**src/rtl/elevator_car_ctrl_if.sv**
```systemverilog
// elevator_car_ctrl_if: request and car-status signals between the car controller and the floor-request register.
// doorHold exists only when DOOR_HOLD_EN is defined.
interface elevator_car_ctrl_if;
  logic [6:1] whichFloor;
  logic       closeDoor;
  logic [6:1] currentFloor;
  logic       doorOpen;
  logic       moving;
  logic       dirUp;
`ifdef DOOR_HOLD_EN
  logic       doorHold;
  modport master (output whichFloor, doorHold, input closeDoor, currentFloor, doorOpen, moving, dirUp);
  modport slave (input whichFloor, doorHold, output closeDoor, currentFloor, doorOpen, moving, dirUp);
`else
  modport master (output whichFloor, input closeDoor, currentFloor, doorOpen, moving, dirUp);
  modport slave (input whichFloor, output closeDoor, currentFloor, doorOpen, moving, dirUp);
`endif
endinterface

```
**src/rtl/elevator_car_ctrl.sv**
```systemverilog
// elevator_car_ctrl: six-floor SCAN car controller timing travel and door dwell; DOOR_HOLD_EN adds a doorHold input.
module elevator_car_ctrl #(
  parameter int TRAVEL_CYCLES = 50,
  parameter int DOOR_CYCLES   = 100
) (
  input logic clk,
  input logic reset,
  elevator_car_ctrl_if.slave bus
);
  localparam int MAX_C = TRAVEL_CYCLES > DOOR_CYCLES ? TRAVEL_CYCLES : DOOR_CYCLES;
  localparam int CW = $clog2(MAX_C);
  localparam logic [CW-1:0] T_LAST = CW'(TRAVEL_CYCLES - 1);
  localparam logic [CW-1:0] D_LAST = CW'(DOOR_CYCLES - 1);
  typedef enum logic [2:0] {S_DOOR, S_CLOSE, S_LOAD, S_DECIDE, S_IDLE, S_MOVE} state_t;
  state_t state_q, state_d;
  logic [CW-1:0] cnt_q, cnt_d;
  logic [6:1] floor_q, floor_d, pend_q, pend_d, below, above, step;
  logic dir_q, dir_d, hold, edge_hit;
`ifdef DOOR_HOLD_EN
  assign hold = bus.doorHold;
`else
  assign hold = 1'b0;
`endif
  // one-hot floor minus one gives the mask of every floor beneath the car
  assign below    = floor_q - 6'd1;
  assign above    = ~(floor_q | below);
  assign step     = dir_q ? {floor_q[5:1], 1'b0} : {1'b0, floor_q[6:2]};
  assign edge_hit = dir_q ? floor_q[6] : floor_q[1];
  always_comb begin
    state_d = state_q;
    cnt_d   = cnt_q;
    floor_d = floor_q;
    pend_d  = pend_q;
    dir_d   = dir_q;
    case (state_q)
      S_DOOR: begin
        cnt_d   = (hold || cnt_q == D_LAST) ? '0 : cnt_q + 1'b1;
        state_d = (!hold && cnt_q == D_LAST) ? S_CLOSE : S_DOOR;
      end
      S_CLOSE: state_d = S_LOAD;
      S_LOAD: begin
        pend_d  = pend_q | (bus.whichFloor & ~floor_q);
        state_d = S_DECIDE;
      end
      S_DECIDE: begin
        cnt_d   = '0;
        state_d = pend_q == '0 ? S_IDLE : S_MOVE;
        dir_d   = pend_q == '0 ? dir_q : dir_q ? |(pend_q & above) : ~|(pend_q & below);
      end
      S_IDLE: begin
        cnt_d = '0;
        if (|(bus.whichFloor & floor_q)) state_d = S_DOOR;
        else if (|(bus.whichFloor & ~floor_q)) begin
          pend_d  = pend_q | (bus.whichFloor & ~floor_q);
          state_d = S_DECIDE;
        end
      end
      S_MOVE: begin
        cnt_d = cnt_q == T_LAST ? '0 : cnt_q + 1'b1;
        if (cnt_q == T_LAST) begin
          if (edge_hit) state_d = S_DOOR;
          else begin
            floor_d = step;
            if (|(pend_q & step)) begin
              pend_d  = pend_q & ~step;
              state_d = S_DOOR;
            end
          end
        end
      end
      default: state_d = S_DOOR;
    endcase
  end
  always_ff @(posedge clk) begin
    if (reset) begin
      state_q <= S_DOOR;
      cnt_q   <= '0;
      floor_q <= 6'b000001;
      pend_q  <= '0;
      dir_q   <= 1'b1;
    end else begin
      state_q <= state_d;
      cnt_q   <= cnt_d;
      floor_q <= floor_d;
      pend_q  <= pend_d;
      dir_q   <= dir_d;
    end
  end
  assign bus.closeDoor    = state_q == S_CLOSE || state_q == S_IDLE;
  assign bus.doorOpen     = state_q == S_DOOR;
  assign bus.moving       = state_q == S_MOVE;
  assign bus.dirUp        = dir_q;
  assign bus.currentFloor = floor_q;
endmodule
```
**src/flat_wrapper.sv**
```systemverilog
// flat-port wrapper written by rule: the top's interface ports become plain ports
module elevator_car_ctrl_flat 
#(
  parameter int TRAVEL_CYCLES = 50,
  parameter int DOOR_CYCLES   = 100
)
  (clk, reset, bus_whichFloor, bus_closeDoor, bus_currentFloor, bus_doorOpen, bus_moving, bus_dirUp);
  elevator_car_ctrl_if bus_i ();
  input logic clk;
  input logic reset;
  input wire logic [$bits(bus_i.whichFloor)-1:0] bus_whichFloor;
  output wire logic [$bits(bus_i.closeDoor)-1:0] bus_closeDoor;
  output wire logic [$bits(bus_i.currentFloor)-1:0] bus_currentFloor;
  output wire logic [$bits(bus_i.doorOpen)-1:0] bus_doorOpen;
  output wire logic [$bits(bus_i.moving)-1:0] bus_moving;
  output wire logic [$bits(bus_i.dirUp)-1:0] bus_dirUp;
  assign bus_i.whichFloor = bus_whichFloor;
  assign bus_closeDoor = bus_i.closeDoor;
  assign bus_currentFloor = bus_i.currentFloor;
  assign bus_doorOpen = bus_i.doorOpen;
  assign bus_moving = bus_i.moving;
  assign bus_dirUp = bus_i.dirUp;
  elevator_car_ctrl #(.TRAVEL_CYCLES(TRAVEL_CYCLES), .DOOR_CYCLES(DOOR_CYCLES)) u_core (.clk(clk), .reset(reset), .bus(bus_i));
endmodule
```
**config.mk**
```make
export PLATFORM = sky130hd
export DESIGN_NAME = elevator_car_ctrl_flat
export DESIGN_NICKNAME = d
export VERILOG_FILES = /design/src/rtl/elevator_car_ctrl_if.sv /design/src/rtl/elevator_car_ctrl.sv /design/src/flat_wrapper.sv
export SDC_FILE = /design/constraint.sdc
export NUM_CORES = 1
export LEC_CHECK = 0
export CAP_MARGIN = 5
export CORE_MARGIN = 2
export CORE_UTILIZATION = 50
export DETAILED_ROUTE_END_ITERATION = 10
export PLACE_DENSITY = 0.75
export SLEW_MARGIN = 20
export SYNTH_ARGS = -nofsm -noshare
export SYNTH_HDL_FRONTEND = slang
export SYNTH_SLANG_ARGS = --single-unit
```
**constraint.sdc**
```tcl
create_clock -name clk -period 1.72 [get_ports clk]
set_clock_uncertainty 0.05 [all_clocks]
set_input_delay 0.258 -clock clk [delete_from_list [all_inputs] [get_ports clk]]
set_output_delay 0.258 -clock clk [all_outputs]
set_load 0.005 [all_outputs]
```
==> out/results.txt, run 1 <==
WP data arrival: 2.06 ns
Sequential fraction of the synthesis area: 0.289
N_diodes: 0
Layout Nets: 269
Cell Count, Final, Fillers Out: 296
CP startpoint kind: flip-flop
Placed Instances: 290
# DRC: 0
CP max stage delay: 0.39 ns
Synthesis-to-finish area growth: 42.0%
CP delay by family, top: simple AND/OR/NAND/NOR gates
Fmax: 531 MHz
Slew Viols, Final: 0
First-pass GRT wire length: 8230 um
#FFs+latches synth: 23
LEAKAGE: 0.977 nW
DP Worst Slack: -0.398 ns
Remaining antenna violation count after routing: 0
Design Area, Final: 2260 um^2
CP required: 1.90 ns
Boundary pin count: 18
RSZ-0062 raised after global routing: yes
Yosys Warn Count: 0
Row count: 20
Mapped Cells: 190
Core region area: 3050 um^2
Die Ht: 60.5 um
Die W: 60.5 um
Max FO, Critical Path: 5
Syn_nets: 206
Reg clk slew, reported paths: 0.14 ns
Crit path cell chain: inv_2 -> nand3_1 -> or3_1 -> ha_1 -> a222oi_1 -> and3_1 -> a221o_1
Final wirelength: 5160 um
Status: complete, but fails checks
Top FF cell, synth: dfxtp_1
Overall routing resource usage: 0.301
Hold WC Path Type: reg2reg
Gpl congestion: 0.946
TritonCTS clock tree: built
PortBufs: 17
Fin worst setup slack: -0.163 ns
Vias in the first global route: 1772
Max-Cap Viols: 0
Clk_lat worst skew: 0.33 ns
Slew margin rel.: 0.694
Hold buffers post-CTS: 0
Min Tclk post-route: 1.88 ns
Initial antenna violation count: 0
WP buf/inv: 1
Worst hold margin: 0.452 ns
Pin count of the biggest net entering global routing: 14
H-tree levels: 1
Fin crit share: 1.09
Clk root buf: clkbuf_4
Asr flop ratio synth: 0
CTS Buf Count: 3
Worst-margin pin slew: 0.455 ns
Wirelength per Cell: 17.4 um
Setup crit end kind: flip-flop
Initial DRC Count: 211
DRT Pass-1 Iters: 6
WS Path Type: reg2reg
Failing checks: setup timing
Cell variety after synth: 56
Placed Area: 2130 um^2
Via count: 1793
Maximum VDD drop: 0.000345 V
Final setup violation count: 7
PD cells: 479 nW/um^2
Most frequent cells in the layout: buf_4 (48), nor2_1 (17), clkdlybuf4s50_1 (13), dfxtp_1 (13), inv_1 (12)
Layout cell share with drive strength beyond 1: 0.365
Die footprint: 3660 um^2
Post-DP HPWL: 3860 um
Mapped cell area: 1590 um^2
GR Overflow Total: 0
Initial core utilization: 0.522
CP max stage cell: dfxtp_4
CTS sink count: 23
Commonest non-fill, non-tap cell in the layout: buf_4
Total power: 1.08 mW
Final hold vios: 0
Mean Syn Cell Area: 8.39 um^2
EDFF count, synth: 0
Vias per cell: 6.06
Longest Clk Path Bufs: 2
[worst min-delay path, stage by stage, from the launching register on]
cell and delay (ns):
dfxtp_2 0.37, nand2_1 0.06, a21oi_1 0.05
[Yosys cell counts (all sizes together) (3+ instances only)]
| cell type | count | area [um^2] |
|---|---|---|
| nand4 | 3 | 18.8 |
| mux2 | 3 | 37.5 |
| nor2b | 6 | 37.5 |
| o22ai | 4 | 25.0 |
| nor2 | 20 | 82.6 |
| nand2 | 10 | 37.5 |
| ha | 8 | 100 |
| mux2i | 3 | 30.0 |
| dfxtp | 23 | 460 |
| a22oi | 5 | 37.5 |
| o311ai | 4 | 35.0 |
| a21oi | 12 | 60.1 |
| nor3 | 4 | 20.0 |
| buf | 6 | 41.3 |
| o211ai | 3 | 22.5 |
| and2 | 4 | 25.0 |
| inv | 17 | 63.8 |
| xnor2 | 3 | 33.8 |
| nand3 | 6 | 30.0 |
| and3 | 5 | 36.3 |
| xor2 | 5 | 43.8 |
| a31oi | 4 | 25.0 |
[per-layer routing]
metal / GRT usage / up-vias / wire length, um
met5: 0 / - / 0
met4: 0.121 / 0 / 236
met3: 0.0725 / 32 / 433
met2: 0.525 / 111 / 2570
met1: 0.355 / 830 / 1920
li1: - / 820 / -
[repair_timing]
action | in CTS | in global routing
gates resized for setup | 17 | 16
setup buffers | 2 | 0
endpoints found under the setup margin | 20 | 23
pin swaps | 4 | 1
[final timing paths]
check                                           startpoint                          to  slack, ns  depth (start not counted)
worst min register to register  u_core.bus.currentFloor[6]  u_core.bus.currentFloor[6]       0.45                          2
worst max register to register  u_core.bus.currentFloor[1]            u_core.bus.dirUp      -0.16                          7
worst max-delay path            u_core.bus.currentFloor[1]            u_core.bus.dirUp      -0.16                          7
worst min-delay path            u_core.bus.currentFloor[6]  u_core.bus.currentFloor[6]       0.45                          2
[through the flow]
stage	setup TNS (ns)	util
6_report	-0.572	0.741
4_1_cts	-0.447	0.718
3_5_place_dp	-3.43	0.696
2_1_floorplan	0	-
5_1_grt	-1.34	0.741
3_3_place_gp	-2.23	0.696
[where the power goes]
group	switching, mW	leakage [nW]	internal [mW]
logic	0.105	0.768	0.108
clock network	0.182	0.0177	0.0874
registers	0.0423	0.191	0.558
[layout make-up]
| class | count | area, um^2 |
|---|---|---|
| Fill cell | 241 | 790 |
| Clock buffer | 3 | 22.5 |
| Clock inverter | 1 | 5.00 |
| Inverter | 17 | 63.8 |
| Multi-Input combinational cell | 143 | 1110 |
| Sequential cell | 23 | 480 |
| Timing Repair Buffer | 65 | 527 |
| Tap cell | 44 | 55.1 |
[flip-flops by register name (all words and copies together), names as in the netlist]
signal                   cells
u_core.bus.dirUp             1
u_core.cnt_q                 7
u_core.state_q               3
u_core.bus.currentFloor      6
u_core.pend_q                6
[cells by family (layout without fill, tap and decap cells)]
kind of cell,Yosys count,in the layout,share of synthesized area
mux,6,6,0.0424
xor+xnor,8,8,0.0487
fa+ha+maj,8,8,0.0628
buf+inv,24,86,0.0683
flops,23,23,0.289
compound gates,50,50,0.232
simple gates,71,71,0.257
(Power assumes the default switching activity.)
==> run 2, diff against run 1 <==
Settings changed: SLEW_MARGIN 20 to default.
==> results of run 2 <==
No change in the layout: final DEF, timing and power equal those of run 1.
